<file path="src/rtl/dds_channel_scheduler_if.sv">
// Stream bundle between the channel scheduler, the shared dds core and the sample sink.
// No ready signals: every beat with tvalid=1 is a completed transfer, the sink must accept it.
interface dds_channel_scheduler_if #(
  parameter int PHASE_DW = 16,
  parameter int OUT_DW   = 16,
  parameter int CH_W     = 2
);
  logic [PHASE_DW-1:0] m_axis_phase_tdata;
  logic                m_axis_phase_tvalid;
  logic [2*OUT_DW-1:0] s_axis_dds_tdata;
  logic                s_axis_dds_tvalid;
  logic [2*OUT_DW-1:0] m_axis_out_tdata;
  logic [CH_W-1:0]     m_axis_out_tuser;
  logic                m_axis_out_tvalid;

  modport master (
    output m_axis_phase_tdata, m_axis_phase_tvalid,
    input  s_axis_dds_tdata, s_axis_dds_tvalid,
    output m_axis_out_tdata, m_axis_out_tuser, m_axis_out_tvalid
  );

  modport slave (
    input  m_axis_phase_tdata, m_axis_phase_tvalid,
    output s_axis_dds_tdata, s_axis_dds_tvalid,
    input  m_axis_out_tdata, m_axis_out_tuser, m_axis_out_tvalid
  );
endinterface

</file>
<file path="src/rtl/dds_channel_scheduler.sv">
// Round-robin time-multiplexer of one dds core across NUM_CH NCO channels, with a
// channel-id tag line matched to the dds latency so returned samples carry their channel.
module dds_channel_scheduler #(
  parameter int  PHASE_DW    = 16,
  parameter int  OUT_DW      = 16,
  parameter int  NUM_CH      = 4,
  parameter int  DDS_LATENCY = 9,
  localparam int CH_W        = $clog2(NUM_CH)
) (
  input  logic                clk,
  input  logic                reset_n,
  input  logic                cfg_wr,
  input  logic [CH_W-1:0]     cfg_ch,
  input  logic [PHASE_DW-1:0] cfg_ftw,
  input  logic [PHASE_DW-1:0] cfg_poff,
  input  logic [NUM_CH-1:0]   ch_enable,
  input  logic                run,
  input  logic                sync_req,
  dds_channel_scheduler_if.master bus,
  output logic                busy,
  output logic                tag_err,
  output logic [1:0]          state_dbg
);

  typedef enum logic [1:0] {S_IDLE = 2'd0, S_RUN = 2'd1, S_SYNC = 2'd2} state_t;

  state_t              state_q, state_d;
  logic [PHASE_DW-1:0] acc_q [NUM_CH];
  logic [PHASE_DW-1:0] acc_d [NUM_CH];
  logic [PHASE_DW-1:0] ftw_q [NUM_CH];
  logic [PHASE_DW-1:0] ftw_d [NUM_CH];
  logic [PHASE_DW-1:0] poff_q [NUM_CH];
  logic [PHASE_DW-1:0] poff_d [NUM_CH];
  logic [CH_W-1:0]     rr_q, rr_d;
  logic [PHASE_DW-1:0] phase_q, phase_d;
  logic                phase_vld_q, phase_vld_d;
  logic [CH_W-1:0]     phase_ch_q, phase_ch_d;
  logic [CH_W:0]       tag_q [DDS_LATENCY];
  logic [CH_W:0]       tag_d [DDS_LATENCY];
  logic [2*OUT_DW-1:0] out_data_q, out_data_d;
  logic [CH_W-1:0]     out_user_q, out_user_d;
  logic                out_vld_q, out_vld_d;
  logic                tag_err_q, tag_err_d;

  logic                found;
  logic [CH_W-1:0]     sel;
  logic                tag_any;
  int                  idx;

  // Cyclic search for the first enabled channel at or after the round-robin pointer.
  always_comb begin
    found = 1'b0;
    sel   = '0;
    idx   = 0;
    for (int i = 0; i < NUM_CH; i++) begin
      idx = int'(rr_q) + i;
      if (idx >= NUM_CH) idx = idx - NUM_CH;
      if (!found && ch_enable[CH_W'(idx)]) begin
        found = 1'b1;
        sel   = CH_W'(idx);
      end
    end
  end

  always_comb begin
    state_d     = state_q;
    acc_d       = acc_q;
    ftw_d       = ftw_q;
    poff_d      = poff_q;
    rr_d        = rr_q;
    phase_d     = phase_q;
    phase_vld_d = 1'b0;
    phase_ch_d  = phase_ch_q;
    case (state_q)
      S_IDLE: if (run && (|ch_enable)) state_d = S_RUN;
      S_RUN: begin
        if (!run || !(|ch_enable)) state_d = S_IDLE;
        if (found) begin
          phase_d     = acc_q[sel] + poff_q[sel];
          phase_vld_d = 1'b1;
          phase_ch_d  = sel;
          acc_d[sel]  = acc_q[sel] + ftw_q[sel];
          rr_d        = (int'(sel) == NUM_CH - 1) ? '0 : sel + CH_W'(1);
        end
      end
      S_SYNC: begin
        for (int i = 0; i < NUM_CH; i++) acc_d[i] = '0;
        rr_d    = '0;
        state_d = (run && (|ch_enable)) ? S_RUN : S_IDLE;
      end
      default: state_d = S_IDLE;
    endcase
    if (sync_req) state_d = S_SYNC;
    // Config lands after the issue above, so a same-cycle slot still sees the old words.
    if (cfg_wr && (int'(cfg_ch) < NUM_CH)) begin
      ftw_d[cfg_ch]  = cfg_ftw;
      poff_d[cfg_ch] = cfg_poff;
    end
  end

  always_comb begin
    tag_d[0] = {phase_vld_q, phase_ch_q};
    for (int k = 1; k < DDS_LATENCY; k++) tag_d[k] = tag_q[k-1];
    tag_any = 1'b0;
    for (int k = 0; k < DDS_LATENCY; k++) tag_any = tag_any | tag_q[k][CH_W];
    out_vld_d  = bus.s_axis_dds_tvalid;
    out_data_d = bus.s_axis_dds_tvalid ? bus.s_axis_dds_tdata : out_data_q;
    out_user_d = bus.s_axis_dds_tvalid ? tag_q[DDS_LATENCY-1][CH_W-1:0] : out_user_q;
    tag_err_d  = tag_err_q | (tag_q[DDS_LATENCY-1][CH_W] != bus.s_axis_dds_tvalid);
  end

  always_ff @(posedge clk or negedge reset_n) begin
    if (!reset_n) begin
      state_q     <= S_IDLE;
      rr_q        <= '0;
      phase_q     <= '0;
      phase_vld_q <= 1'b0;
      phase_ch_q  <= '0;
      out_data_q  <= '0;
      out_user_q  <= '0;
      out_vld_q   <= 1'b0;
      tag_err_q   <= 1'b0;
      for (int i = 0; i < NUM_CH; i++) begin
        acc_q[i]  <= '0;
        ftw_q[i]  <= '0;
        poff_q[i] <= '0;
      end
      for (int k = 0; k < DDS_LATENCY; k++) tag_q[k] <= '0;
    end else begin
      state_q     <= state_d;
      rr_q        <= rr_d;
      phase_q     <= phase_d;
      phase_vld_q <= phase_vld_d;
      phase_ch_q  <= phase_ch_d;
      out_data_q  <= out_data_d;
      out_user_q  <= out_user_d;
      out_vld_q   <= out_vld_d;
      tag_err_q   <= tag_err_d;
      acc_q       <= acc_d;
      ftw_q       <= ftw_d;
      poff_q      <= poff_d;
      tag_q       <= tag_d;
    end
  end

  assign bus.m_axis_phase_tdata  = phase_q;
  assign bus.m_axis_phase_tvalid = phase_vld_q;
  assign bus.m_axis_out_tdata    = out_data_q;
  assign bus.m_axis_out_tuser    = out_user_q;
  assign bus.m_axis_out_tvalid   = out_vld_q;
  assign busy      = (state_q != S_IDLE) || phase_vld_q || tag_any;
  assign tag_err   = tag_err_q;
  assign state_dbg = state_q;

endmodule

</file>
<file path="src/flat_wrapper.sv">
// flat-port wrapper written by rule: the top's interface ports become plain ports
module dds_channel_scheduler_flat 
#(
  parameter int  PHASE_DW    = 16,
  parameter int  OUT_DW      = 16,
  parameter int  NUM_CH      = 4,
  parameter int  DDS_LATENCY = 9,
  localparam int CH_W        = $clog2(NUM_CH)
)
  (clk, reset_n, cfg_wr, cfg_ch, cfg_ftw, cfg_poff, ch_enable, run, sync_req, busy, tag_err, state_dbg, bus_m_axis_phase_tdata, bus_m_axis_phase_tvalid, bus_s_axis_dds_tdata, bus_s_axis_dds_tvalid, bus_m_axis_out_tdata, bus_m_axis_out_tuser, bus_m_axis_out_tvalid);
  dds_channel_scheduler_if #(.PHASE_DW(PHASE_DW), .OUT_DW(OUT_DW), .CH_W((2))) bus_i ();
  input  logic clk;
  input  logic reset_n;
  input  logic cfg_wr;
  input  logic [CH_W-1:0] cfg_ch;
  input  logic [PHASE_DW-1:0] cfg_ftw;
  input  logic [PHASE_DW-1:0] cfg_poff;
  input  logic [NUM_CH-1:0] ch_enable;
  input  logic run;
  input  logic sync_req;
  output logic busy;
  output logic tag_err;
  output logic [1:0] state_dbg;
  output wire logic [$bits(bus_i.m_axis_phase_tdata)-1:0] bus_m_axis_phase_tdata;
  output wire logic [$bits(bus_i.m_axis_phase_tvalid)-1:0] bus_m_axis_phase_tvalid;
  input wire logic [$bits(bus_i.s_axis_dds_tdata)-1:0] bus_s_axis_dds_tdata;
  input wire logic [$bits(bus_i.s_axis_dds_tvalid)-1:0] bus_s_axis_dds_tvalid;
  output wire logic [$bits(bus_i.m_axis_out_tdata)-1:0] bus_m_axis_out_tdata;
  output wire logic [$bits(bus_i.m_axis_out_tuser)-1:0] bus_m_axis_out_tuser;
  output wire logic [$bits(bus_i.m_axis_out_tvalid)-1:0] bus_m_axis_out_tvalid;
  assign bus_m_axis_phase_tdata = bus_i.m_axis_phase_tdata;
  assign bus_m_axis_phase_tvalid = bus_i.m_axis_phase_tvalid;
  assign bus_i.s_axis_dds_tdata = bus_s_axis_dds_tdata;
  assign bus_i.s_axis_dds_tvalid = bus_s_axis_dds_tvalid;
  assign bus_m_axis_out_tdata = bus_i.m_axis_out_tdata;
  assign bus_m_axis_out_tuser = bus_i.m_axis_out_tuser;
  assign bus_m_axis_out_tvalid = bus_i.m_axis_out_tvalid;
  dds_channel_scheduler #(.PHASE_DW(PHASE_DW), .OUT_DW(OUT_DW), .NUM_CH(NUM_CH), .DDS_LATENCY(DDS_LATENCY)) u_core (.clk(clk), .reset_n(reset_n), .cfg_wr(cfg_wr), .cfg_ch(cfg_ch), .cfg_ftw(cfg_ftw), .cfg_poff(cfg_poff), .ch_enable(ch_enable), .run(run), .sync_req(sync_req), .bus(bus_i), .busy(busy), .tag_err(tag_err), .state_dbg(state_dbg));
endmodule
</file>
<file path="config.mk">
export PLATFORM = sky130hd
export DESIGN_NAME = dds_channel_scheduler_flat
export DESIGN_NICKNAME = d
export VERILOG_FILES = /design/src/rtl/dds_channel_scheduler_if.sv /design/src/rtl/dds_channel_scheduler.sv /design/src/flat_wrapper.sv
export SDC_FILE = /design/constraint.sdc
export NUM_CORES = 1
export LEC_CHECK = 0
export CAP_MARGIN = 20
export CORE_AREA = 3 3 146 176
export DETAILED_ROUTE_END_ITERATION = 8
export DIE_AREA = 0 0 149 179
export DONT_BUFFER_PORTS = 1
export PLACE_DENSITY_LB_ADDON = 0.25
export SLEW_MARGIN = 0
export SYNTH_ARGS = -nofsm -noshare
export SYNTH_HDL_FRONTEND = slang
export SYNTH_SLANG_ARGS = --single-unit
</file>
<file path="constraint.sdc">
create_clock -name clk -period 6.9 [get_ports clk]
set_clock_uncertainty 0.1 [all_clocks]
set_input_delay 1.38 -clock clk [delete_from_list [all_inputs] [get_ports clk]]
set_output_delay 1.38 -clock clk [all_outputs]
set_load 0.01 [all_outputs]
</file>
==> results by stage, run 1 <==
Power:
- For this design the ratio of total power to cell area is 345 nW/um^2.
- The worst-case IR drop observed on VDD is 0.256 mV.
- The static power due to leakage is 6.46 nW.
- Registers are responsible for 42.0% of the overall power.
- In this run switching power makes up 30.8% of total power.
- The net switching power figure is 0.00153 W.
- The fraction of power consumed by combinational cells is 24.9%.
- Of the total power, the clock network draws 33.1%.
- The internal power of the cells totals 0.00343 W.

Placement:
- The number of port buffers is 0.
- At the end of routability-driven placement, the weighted congestion stood at 0.886.
- The HPWL after detailed placement is 19200 um.

Setup path:
- The worst setup path is launched from an input port.
- The source of the worst register-to-register timing path is u_core.rr_q[0].
- The critical path data required time is 7.24 ns.
- The highest fanout seen on the critical path is 25.
- The data arrival time of the critical path is 5.55 ns.
- The capture point of the worst reg-to-reg path is u_core.bus.m_axis_phase_tdata[15].
- The endpoint type of the worst setup path is a register.
- The register-to-register setup slack is 2.11 ns.
- The origin of the worst setup path is ch_enable[0].
- Counting cells, the worst reg-to-reg path comes to 18.
- The category of the critical setup timing path is input port to register.
- In this run the worst setup path terminates at u_core.bus.m_axis_phase_tdata[15].

STA:
- Setup repair after global routing left no endpoint under its margin.
- The clock period could shrink to 5.21 ns.
- Derived from the worst setup path, the maximum achievable clock frequency is 192 MHz.
- The share of the cycle needed by the critical path after routing is 75.5%.
- Setup violations remaining at the end of the flow were counted as 0.
- The sum of negative setup slack is 0 ns.
- The worst max-slew margin expressed relative to the limit is 28.7%.
- The number of endpoints with negative hold slack in the final report is 0.
- The slew of the pin with the lowest slew margin is 1.07 ns.
- The number of slew-limit violations in the final report came to 0.
- The final hold slack is 0.246 ns.

Clock network:
- No sink is reached through more buffers than the 3 on the longest clock path.
- Hold repair after CTS inserted 0 buffers.
- The root buffer cell is sky130_fd_sc_hd__clkbuf_16.
- The total number of clock tree sinks is 278.
- CTS built an H-tree with a depth of 1.
- Buffers inserted during clock tree synthesis total 28.
- The TritonCTS clock tree is built.
- In this run, post-CTS repair resized a total of 0 instances.
- The post-CTS repair timing setup buffer count is 0.
- The later-pin clock latency in the skew report is 0.54 ns.
- Clock-pin slew was measured on the worst setup and hold paths at 0.06 ns.

Logic synthesis:
- Counting every instance in the synthesized netlist gives 1217.
- The flip-flop and latch count after synthesis is 278.
- The count of flip-flops with a built-in enable after synthesis is 0.
- Each instance of the synthesized netlist takes up on average 10.8 um^2.
- The top flip-flop cell by instance count after synthesis is sky130_fd_sc_hd__dfrtp_1.
- When the netlist entered floorplanning its net count stood at 1324.
- In this run the cell area of the synthesized design comes to 13100 um^2.
- The post-synthesis cell type count is 65.
- During synthesis, Yosys emitted a total of 0 warnings.
- The portion of the post-synthesis area used by sequential elements is 53.0%.
- After synthesis, the share of flip-flops with an asynchronous set or reset is 100%.

Final layout:
- The filler cells instantiated in the layout total 1979.
- The repair_antennas step left the layout with diodes totalling 0.
- Relative to the synthesized area, the layout overhead comes to 9.41%.
- In the final design database the tool counted 1296 nets.
- The share of layout cells above drive strength 1 is 20.6%.

Routing:
- For this block, the routed nets add up to 29600 um of wire.
- The first TritonRoute pass finished after 7 iterations.
- The number of nets still failing antenna checks after routing is 0.
- In the routed design, unresolved DRC markers number 0.
- Dividing the detail-routed wire length by the instance count gives 19.4 um.
- The routed via count is 9011.
- Using the TritonRoute via totals, the vias-per-cell ratio works out to 5.89.
- In this run, the number of DRC markers left after iteration 0 of detailed routing was 647.

Run:
- The tool flagged a number of max-cap violations equal to 0.

Global routing:
- The global route total overflow is 0.
- The wire length of the first global-routing pass is 47500 um.
- The number of antenna violations at the first check in global routing came to 1.
- Entering global routing, the biggest net connects 279 pins.
- The number of global-route vias before repair is 9001.
- The global-route usage over all layers is 22.2%.

Hold path:
- In this run the worst hold path is classified as register to register.
- Counting instances, the worst hold path has a depth of 0.

Floorplan:
- The starting density of the core is 54.6%.
- The die height is 179 um.
- The die covers 26700 um^2.
- The boundary pin count is 132.
- The floorplan step defined a core boundary enclosing 24000 um^2.
- The floorplan step set the die width to 149 um.
- The site row count is 62.

Status:
- The run finished with clean final reports.
-- cell usage in the layout (no fill, tap or decap), types with 6 or more instances in the layout --
cell and instances:
sky130_fd_sc_hd__dfrtp_1 278, sky130_fd_sc_hd__nand2_1 232, sky130_fd_sc_hd__mux2_2 164, sky130_fd_sc_hd__nand3_1 97, sky130_fd_sc_hd__o21ai_0 59, sky130_fd_sc_hd__and3_1 39, sky130_fd_sc_hd__a31oi_1 35, sky130_fd_sc_hd__ha_1 29
sky130_fd_sc_hd__clkbuf_16 29, sky130_fd_sc_hd__o21ai_1 20, sky130_fd_sc_hd__xnor2_1 20, sky130_fd_sc_hd__a21oi_1 20, sky130_fd_sc_hd__xor2_1 18, sky130_fd_sc_hd__nor2_1 17, sky130_fd_sc_hd__inv_1 12, sky130_fd_sc_hd__buf_4 11
sky130_fd_sc_hd__and2_1 10, sky130_fd_sc_hd__a21o_1 9, sky130_fd_sc_hd__mux2i_1 7, sky130_fd_sc_hd__a211oi_1 7, sky130_fd_sc_hd__clkinv_2 6, sky130_fd_sc_hd__nor4_1 6, sky130_fd_sc_hd__clkbuf_8 6
-- power by group through the flow --
| stage | logic [W] | clock network, W | registers [W] |
|---|---|---|---|
| CTS | 0.00123 | 0.00169 | 0.00209 |
| finish | 0.00123 | 0.00164 | 0.00209 |
| floorplan | 0.000953 | 0 | 0.00206 |
| detailed placement | 0.00122 | 0 | 0.00211 |
| global placement | 0.00120 | 0 | 0.00211 |
| global route | 0.00136 | 0.00176 | 0.00212 |
-- how the worst min path moves through the flow --
stage	startpoint	endpoint	slack, ns
after CTS	u_core.tag_d[16]	u_core.tag_d[13]	0.25
after floorplan	u_core.tag_d[3]	u_core.tag_d[0]	0.23
final	u_core.tag_d[1]	u_core.tag_q[1]	0.25
after global routing	u_core.tag_d[22]	u_core.tag_d[19]	0.26
after global placement	u_core.tag_d[16]	u_core.tag_d[13]	0.23
after detailed placement	u_core.tag_d[16]	u_core.tag_d[13]	0.23
-- metal layers --
| metal | GRT usage (%) | wire length (um) |
|---|---|---|
| met1 | 29.6 | 12800 |
| met2 | 35.7 | 13600 |
| met3 | 4.75 | 2050 |
| met4 | 8.93 | 1180 |
| met5 | 0 | 13 |
-- critical path: stages --
cell and delay (ns):
sky130_fd_sc_hd__nor2b_1 0.19, sky130_fd_sc_hd__o21ba_1 0.47, sky130_fd_sc_hd__nor2_4 0.10, sky130_fd_sc_hd__clkinv_2 0.30, sky130_fd_sc_hd__buf_4 0.35, sky130_fd_sc_hd__nand2_1 0.09, sky130_fd_sc_hd__and3_1 0.18, sky130_fd_sc_hd__a31oi_1 0.25
sky130_fd_sc_hd__ha_1 0.33, sky130_fd_sc_hd__a21o_1 0.20, sky130_fd_sc_hd__a32oi_1 0.26, sky130_fd_sc_hd__o31ai_2 0.11, sky130_fd_sc_hd__a21o_1 0.21, sky130_fd_sc_hd__a21boi_1 0.25, sky130_fd_sc_hd__o31ai_4 0.10, sky130_fd_sc_hd__a211oi_1 0.41
sky130_fd_sc_hd__nor4_1 0.13, sky130_fd_sc_hd__nor4_1 0.21
-- through the flow --
| stage | utilization, % | worst slack [ns] | instance area, um^2 | power, W | instances |
|---|---|---|---|---|---|
| final | 59.7 | 1.69 | 14400 | 0.00496 | 1531 |
| after global routing | 59.7 | 1.31 | 14400 | 0.00524 | 1531 |
| after CTS | 59.7 | 1.69 | 14400 | 0.00500 | 1531 |
| after detailed placement | 55.5 | 1.16 | 13300 | 0.00334 | 1479 |
| after global placement | 55.5 | 1.30 | 13300 | 0.00331 | 1479 |
| after floorplan | - | 1.36 | 13100 | 0.00301 | 1217 |
-- synthesized netlist by cell type, types with 7 or more instances --
| master | instances | share of area [%] |
|---|---|---|
| sky130_fd_sc_hd__clkbuf_1 | 50 | 1.4 |
| sky130_fd_sc_hd__and2_1 | 10 | 0.48 |
| sky130_fd_sc_hd__a211oi_1 | 7 | 0.40 |
| sky130_fd_sc_hd__o21ai_1 | 20 | 0.76 |
| sky130_fd_sc_hd__xnor2_1 | 20 | 1.3 |
| sky130_fd_sc_hd__inv_1 | 12 | 0.34 |
| sky130_fd_sc_hd__mux2i_1 | 7 | 0.53 |
| sky130_fd_sc_hd__xor2_1 | 18 | 1.2 |
| sky130_fd_sc_hd__a21o_1 | 9 | 0.51 |
| sky130_fd_sc_hd__mux2_2 | 164 | 14 |
| sky130_fd_sc_hd__a31oi_1 | 35 | 1.7 |
| sky130_fd_sc_hd__and3_1 | 39 | 1.9 |
| sky130_fd_sc_hd__buf_1 | 8 | 0.23 |
| sky130_fd_sc_hd__dfrtp_1 | 278 | 53 |
| sky130_fd_sc_hd__ha_1 | 29 | 2.8 |
| sky130_fd_sc_hd__a21oi_1 | 20 | 0.76 |
| sky130_fd_sc_hd__o21ai_0 | 59 | 2.2 |
| sky130_fd_sc_hd__nor2_1 | 17 | 0.49 |
| sky130_fd_sc_hd__nand2_1 | 232 | 6.6 |
| sky130_fd_sc_hd__nand3_1 | 98 | 3.7 |
-- cell type report --
cell class                 instances  area (um^2)  area share, %
inverter                          15         57.6          0.401
sequential                       278         6960           48.4
clock buffer                      38          820           5.71
multi-input combinational        854         5820           40.5
tap                              320          400           2.79
timing repair buffer              12          103          0.714
clock inverter                    14          208           1.45
-- cell families after synthesis --
kind of cell / share of synthesized area, %
muxes: 14.6
and+or+nand+nor: 14.6
buffers and inverters: 2.78
DFF: 53.0
adders and majority gates: 3.07
xor gates and xnor gates: 2.66
AOI/OAI and AO/OA: 9.29
-- sequential cells by signal, indices dropped and copies added, names as in the netlist --
register                        flops
u_core.acc_q                       64
u_core.ftw_q                       64
u_core.poff_q                      64
u_core.bus.m_axis_out_tdata        32
u_core.tag_d                       24
u_core.bus.m_axis_phase_tdata      16
u_core.tag_q                        3
u_core.bus.m_axis_out_tuser         2
u_core.phase_ch_q                   2
u_core.rr_q                         2
u_core.state_dbg                    2
u_core.bus.m_axis_out_tvalid        1
u_core.bus.m_axis_phase_tvalid      1
u_core.tag_err                      1
Note: power is estimated with default switching activity, not from simulation.
==> run 2, diff against run 1 <==
==> constraint.sdc (replaced) <==
create_clock -name clk -period 4.6 [get_ports clk]
set_clock_uncertainty 0.1 [all_clocks]
set_input_delay 0.92 -clock clk [delete_from_list [all_inputs] [get_ports clk]]
set_output_delay 0.92 -clock clk [all_outputs]
set_load 0.01 [all_outputs]
==> run 2 against run 1 <==
  * The run now ends with negative hold slack left
  * Total power grew 52%
  * First-iteration DRC count shrank 0.46%
  * Sequential cell count is the same
  * Clock power grew 38%
  * Largest power group unchanged
  * Count of clock-buffer cells in the layout grew 4
  * Critical path depth grew 1
  * Via count grew 4.2%
  * Cell count grew 3.9%
  * Final area grew 2.9%
  * Critical endpoint is now u_core.acc_q[15]
==> results by stage, run 2 (synthesis results as in run 1) <==
Status:
- The flow ran to the end, but the final reports show violations.
- The final reports fail on negative hold slack.

STA:
- The final hold slack is -0.00149 ns (-0.247 ns).
- The slew of the pin with the lowest slew margin is 1.03 ns (-0.0347 ns).
- The number of endpoints with negative hold slack in the final report came to 4 (+4).
- Setup repair after global routing left no endpoint under its margin.
- The shortest period the worst path allows is 4.17 ns.
- The post-layout worst setup margin was 0.431 ns (-1.26 ns).
- The number of setup violations in the final report was 0 (unchanged).
- Timing would allow up to 240 MHz.
- The worst max-slew margin expressed relative to the limit is 31.0% (+2.3 points).
- After layout, the worst path uses 90.6% of the clock period.
- The number of slew-limit violations in the final report is 0 (unchanged).

Setup path:
- STA classifies the critical path endpoint as a register.
- The register-to-register setup slack was 0.43 ns (-1.68 ns).
- The critical path goes through nor2b_1 > a211oi_2 > nor2_4 > buf_4 > buf_4 > nand2_1 > and3_1 > a31oi_2 > ha_1 > a21o_1 > a21oi_2 > a21oi_1 > o211a_1 > o21a_1 > o31a_2 > a211o_1 > a31oi_4 > xnor2_2 > o21ai_1.
- The path depth of the worst reg2reg path was 19 (+1).
- The highest fanout seen on the critical path came to 9 (-64%).
- The capture point of the worst reg-to-reg path is u_core.acc_q[15].
- The largest stage delay on the critical path is 0.41 ns (-0.06 ns).
- The cell that appears most often on the critical path is sky130_fd_sc_hd__buf_4.
- The largest individual stage delay along the critical path comes from the cell sky130_fd_sc_hd__dfrtp_1.
- The data arrival time of the critical path is 4.45 ns (-1.10 ns).
- The source of the worst register-to-register timing path is u_core.rr_q[0].
- The critical path in this run is classified as register to register.
- The critical path data required time came to 4.88 ns (-2.36 ns).
- The kind of start point of the critical path is a register.

Routing:
- The detailed-route DRC error count came to 0 (unchanged).
- The number of nets still failing antenna checks after routing is 0 (unchanged).
- The number of violations reported at the end of detailed-routing iteration 0 is 644 (-0.46%).
- The via-per-instance ratio was 5.90 (+0.27%).
- The number of iterations in the first detailed-routing pass came to 5 (-2).
- The total detailed-routing wirelength came to 31100 um (+4.9%).
- The routed wire length per instance came to 19.5 um (+0.95%).
- The routed via count is 9389 (+4.2%).

Global routing:
- The number of antenna violations at the first check in global routing is 0 (-1).
- The wire length of the first global-routing pass came to 49600 um (+4.4%).
- The global route total overflow is 0 (unchanged).
- The global-route usage over all layers is 23.1% (+0.92 points).
- The largest net degree at the start of global routing is 279 (unchanged).
- The number of global-route vias before repair is 9454 (+5.0%).

Hold path:
- The worst hold path belongs to the class input port to async pin.

Clock network:
- The number of H-tree branching levels is 1 (unchanged).
- The total number of clock tree sinks is 278 (unchanged).
- The TritonCTS clock tree is built.
- The post-CTS clock slew at the launch and capture registers of the worst setup and hold paths is 0.06 ns (about the same).
- The deepest clock path buffer count was 3 (unchanged).
- The later-pin clock latency in the skew report was 0.55 ns (about the same).
- The root buffer cell is sky130_fd_sc_hd__clkbuf_16.
- The number of buffers added by the clock tree synthesis step is 28 (unchanged).

Power:
- The power density over the cells was 509 nW/um^2 (+47%).
- The peak supply drop was 0.329 mV (+28%).
- The sequential cell fraction of total power is 41.6% (-0.4 points).
- The static power due to leakage was 6.72 nW (+3.9%).
- The power after layout is 0.00752 W (+52%).
- The internal portion of total power came to 0.00514 W (+50%).
- The fraction of power consumed by combinational cells is 28.2% (+3.3 points).
- The net switching power figure was 0.00238 W (+56%).
- The clock group share of total power came to 30.2% (-2.9 points).
- The switching power as a share of total power is 31.7% (+0.87 points).

Run:
- The total of max-cap violations came to 0 (unchanged).

Floorplan:
- The starting density of the core was 54.6% (unchanged).
- The placeable core region is 24000 um^2 (unchanged).
- The total die area is 26700 um^2 (unchanged).
- The die height was 179 um (unchanged).
- The die outline width is 149 um (unchanged).
- The site row count is 62 (unchanged).
- The boundary pin count is 132 (unchanged).

Placement:
- The pre-CTS setup slack is -0.00154 ns (-1.16 ns).
- The area of placed instances was 13800 um^2 (+3.6%).
- The number of port buffers is 0 (unchanged).
- The post-detailed-placement half-perimeter wirelength is 20800 um (+8.4%).
- The final estimated routing congestion in global placement is 0.964 (+8.8%).

Final layout:
- Leaving out fill and tap cells, the most frequent cells in the layout are sky130_fd_sc_hd__dfrtp_1, sky130_fd_sc_hd__nand2_1, sky130_fd_sc_hd__mux2_2, sky130_fd_sc_hd__nand3_1, sky130_fd_sc_hd__buf_4.
- Relative to the synthesized area, the layout overhead comes to 12.6%.
- The post-route cell area is 14800 um^2 (+2.9%).
- The total number of nets in the final design is 1358 (+4.8%).
- The most frequent standard cell in the layout excluding fill and tap cells is sky130_fd_sc_hd__dfrtp_1.
- The antenna cell count is 0 (unchanged).
- The share of layout cells above drive strength 1 came to 24.5% (+3.9 points).
- The largest registers in the layout are u_core.acc_q: 64 flops, u_core.ftw_q: 64 flops, u_core.poff_q: 64 flops.
## run 2: changes by cell type in the layout (fill, tap and decap cells not counted), moves of 3 or more
cell / previous run / this run
sky130_fd_sc_hd__buf_4: 11 / 71
sky130_fd_sc_hd__clkbuf_1: 3 / 8
sky130_fd_sc_hd__bufinv_16: 5 / 2
sky130_fd_sc_hd__clkinv_2: 6 / 3
## run 2: metrics by stage
step | setup TNS [ns] | hold slack (ns) | instances | utilization, %
after floorplan | 0 | 0.231 | 1217 | -
after detailed placement | -0.00154 | 0.235 | 1539 | 57.5
final | 0 | -0.00149 | 1591 | 61.5
after global routing | 0 | -0.0333 | 1591 | 61.5
after CTS | 0 | -0.0367 | 1589 | 61.3
after global placement | 0 | 0.235 | 1539 | 57.5
## run 2: worst max path at each step
stage                              start                                end  slack (ns)  cells past startpoint
after floorplan             ch_enable[0]                   u_core.acc_q[30]        0.02                     21
after CTS                 u_core.rr_q[1]                   u_core.acc_q[15]        0.47                     18
after detailed placement    ch_enable[2]                   u_core.acc_q[15]      -0.002                     18
after global placement      ch_enable[0]                   u_core.acc_q[31]        0.06                     19
after global routing      u_core.rr_q[1]  u_core.bus.m_axis_phase_tdata[12]        0.01                     18
final                     u_core.rr_q[0]                   u_core.acc_q[15]        0.43                     19
## run 2: repair_timing
item	CTS	global route
buffers inserted	0	0
hold endpoints to repair	278	118
resized for setup	0	0
## run 2: cell type report
| class | count | area, um^2 |
|---|---|---|
| well taps | 320 | 400 |
| inverters | 15 | 61.3 |
| clock buffers | 42 | 813 |
| multi-input cells | 854 | 5840 |
| clock inverters | 8 | 106 |
| repair buffers | 74 | 601 |
| flip-flops and latches | 278 | 6960 |
| fillers | 1971 | 9270 |
## run 2: worst max-delay path, delay by kind of cell, from the launching register on
kind / cells / cell delay, ns
XOR/XNOR: 1 / 0.17
AO/OA/AOI/OAI: 11 / 1.98
buffers and inverters: 2 / 0.39
flip-flops: 1 / 0.41
adder cells (fa/ha/maj): 1 / 0.28
AND/OR/NAND/NOR: 4 / 0.66
## run 2: power groups by stage
| stage | Clock [W] | Sequential (W) | Combinational [W] |
|---|---|---|---|
| global placement | 0 | 0.00316 | 0.00202 |
| CTS | 0.00232 | 0.00313 | 0.00209 |
| finish | 0.00227 | 0.00313 | 0.00212 |
| global route | 0.00242 | 0.00318 | 0.00233 |
| floorplan | 0 | 0.00309 | 0.00145 |
| detailed placement | 0 | 0.00317 | 0.00206 |
## run 2: per-layer routing
metal | GRT usage (%) | share of wire, % | wire length (um) | vias to the layer above
met4 | 9.65 | 4.2 | 1320 | 0
met2 | 36.7 | 46 | 14300 | 313
met3 | 4.58 | 6.8 | 2120 | 68
met1 | 31.3 | 43 | 13400 | 4662
li1 | - | - | - | 4346
met5 | 0 | 0 | 0 | -
==> run 3, diff against run 2 <==
--- a/config.mk
+++ b/config.mk
@@ -11,6 +11,7 @@
 export DIE_AREA = 0 0 149 179
 export DONT_BUFFER_PORTS = 1
 export PLACE_DENSITY_LB_ADDON = 0.25
+export SKIP_CTS_REPAIR_TIMING = 1
 export SLEW_MARGIN = 0
 export SYNTH_ARGS = -nofsm -noshare
 export SYNTH_HDL_FRONTEND = slang
==> results of run 3 <==
No change in the layout: final DEF, timing and power equal those of run 2.
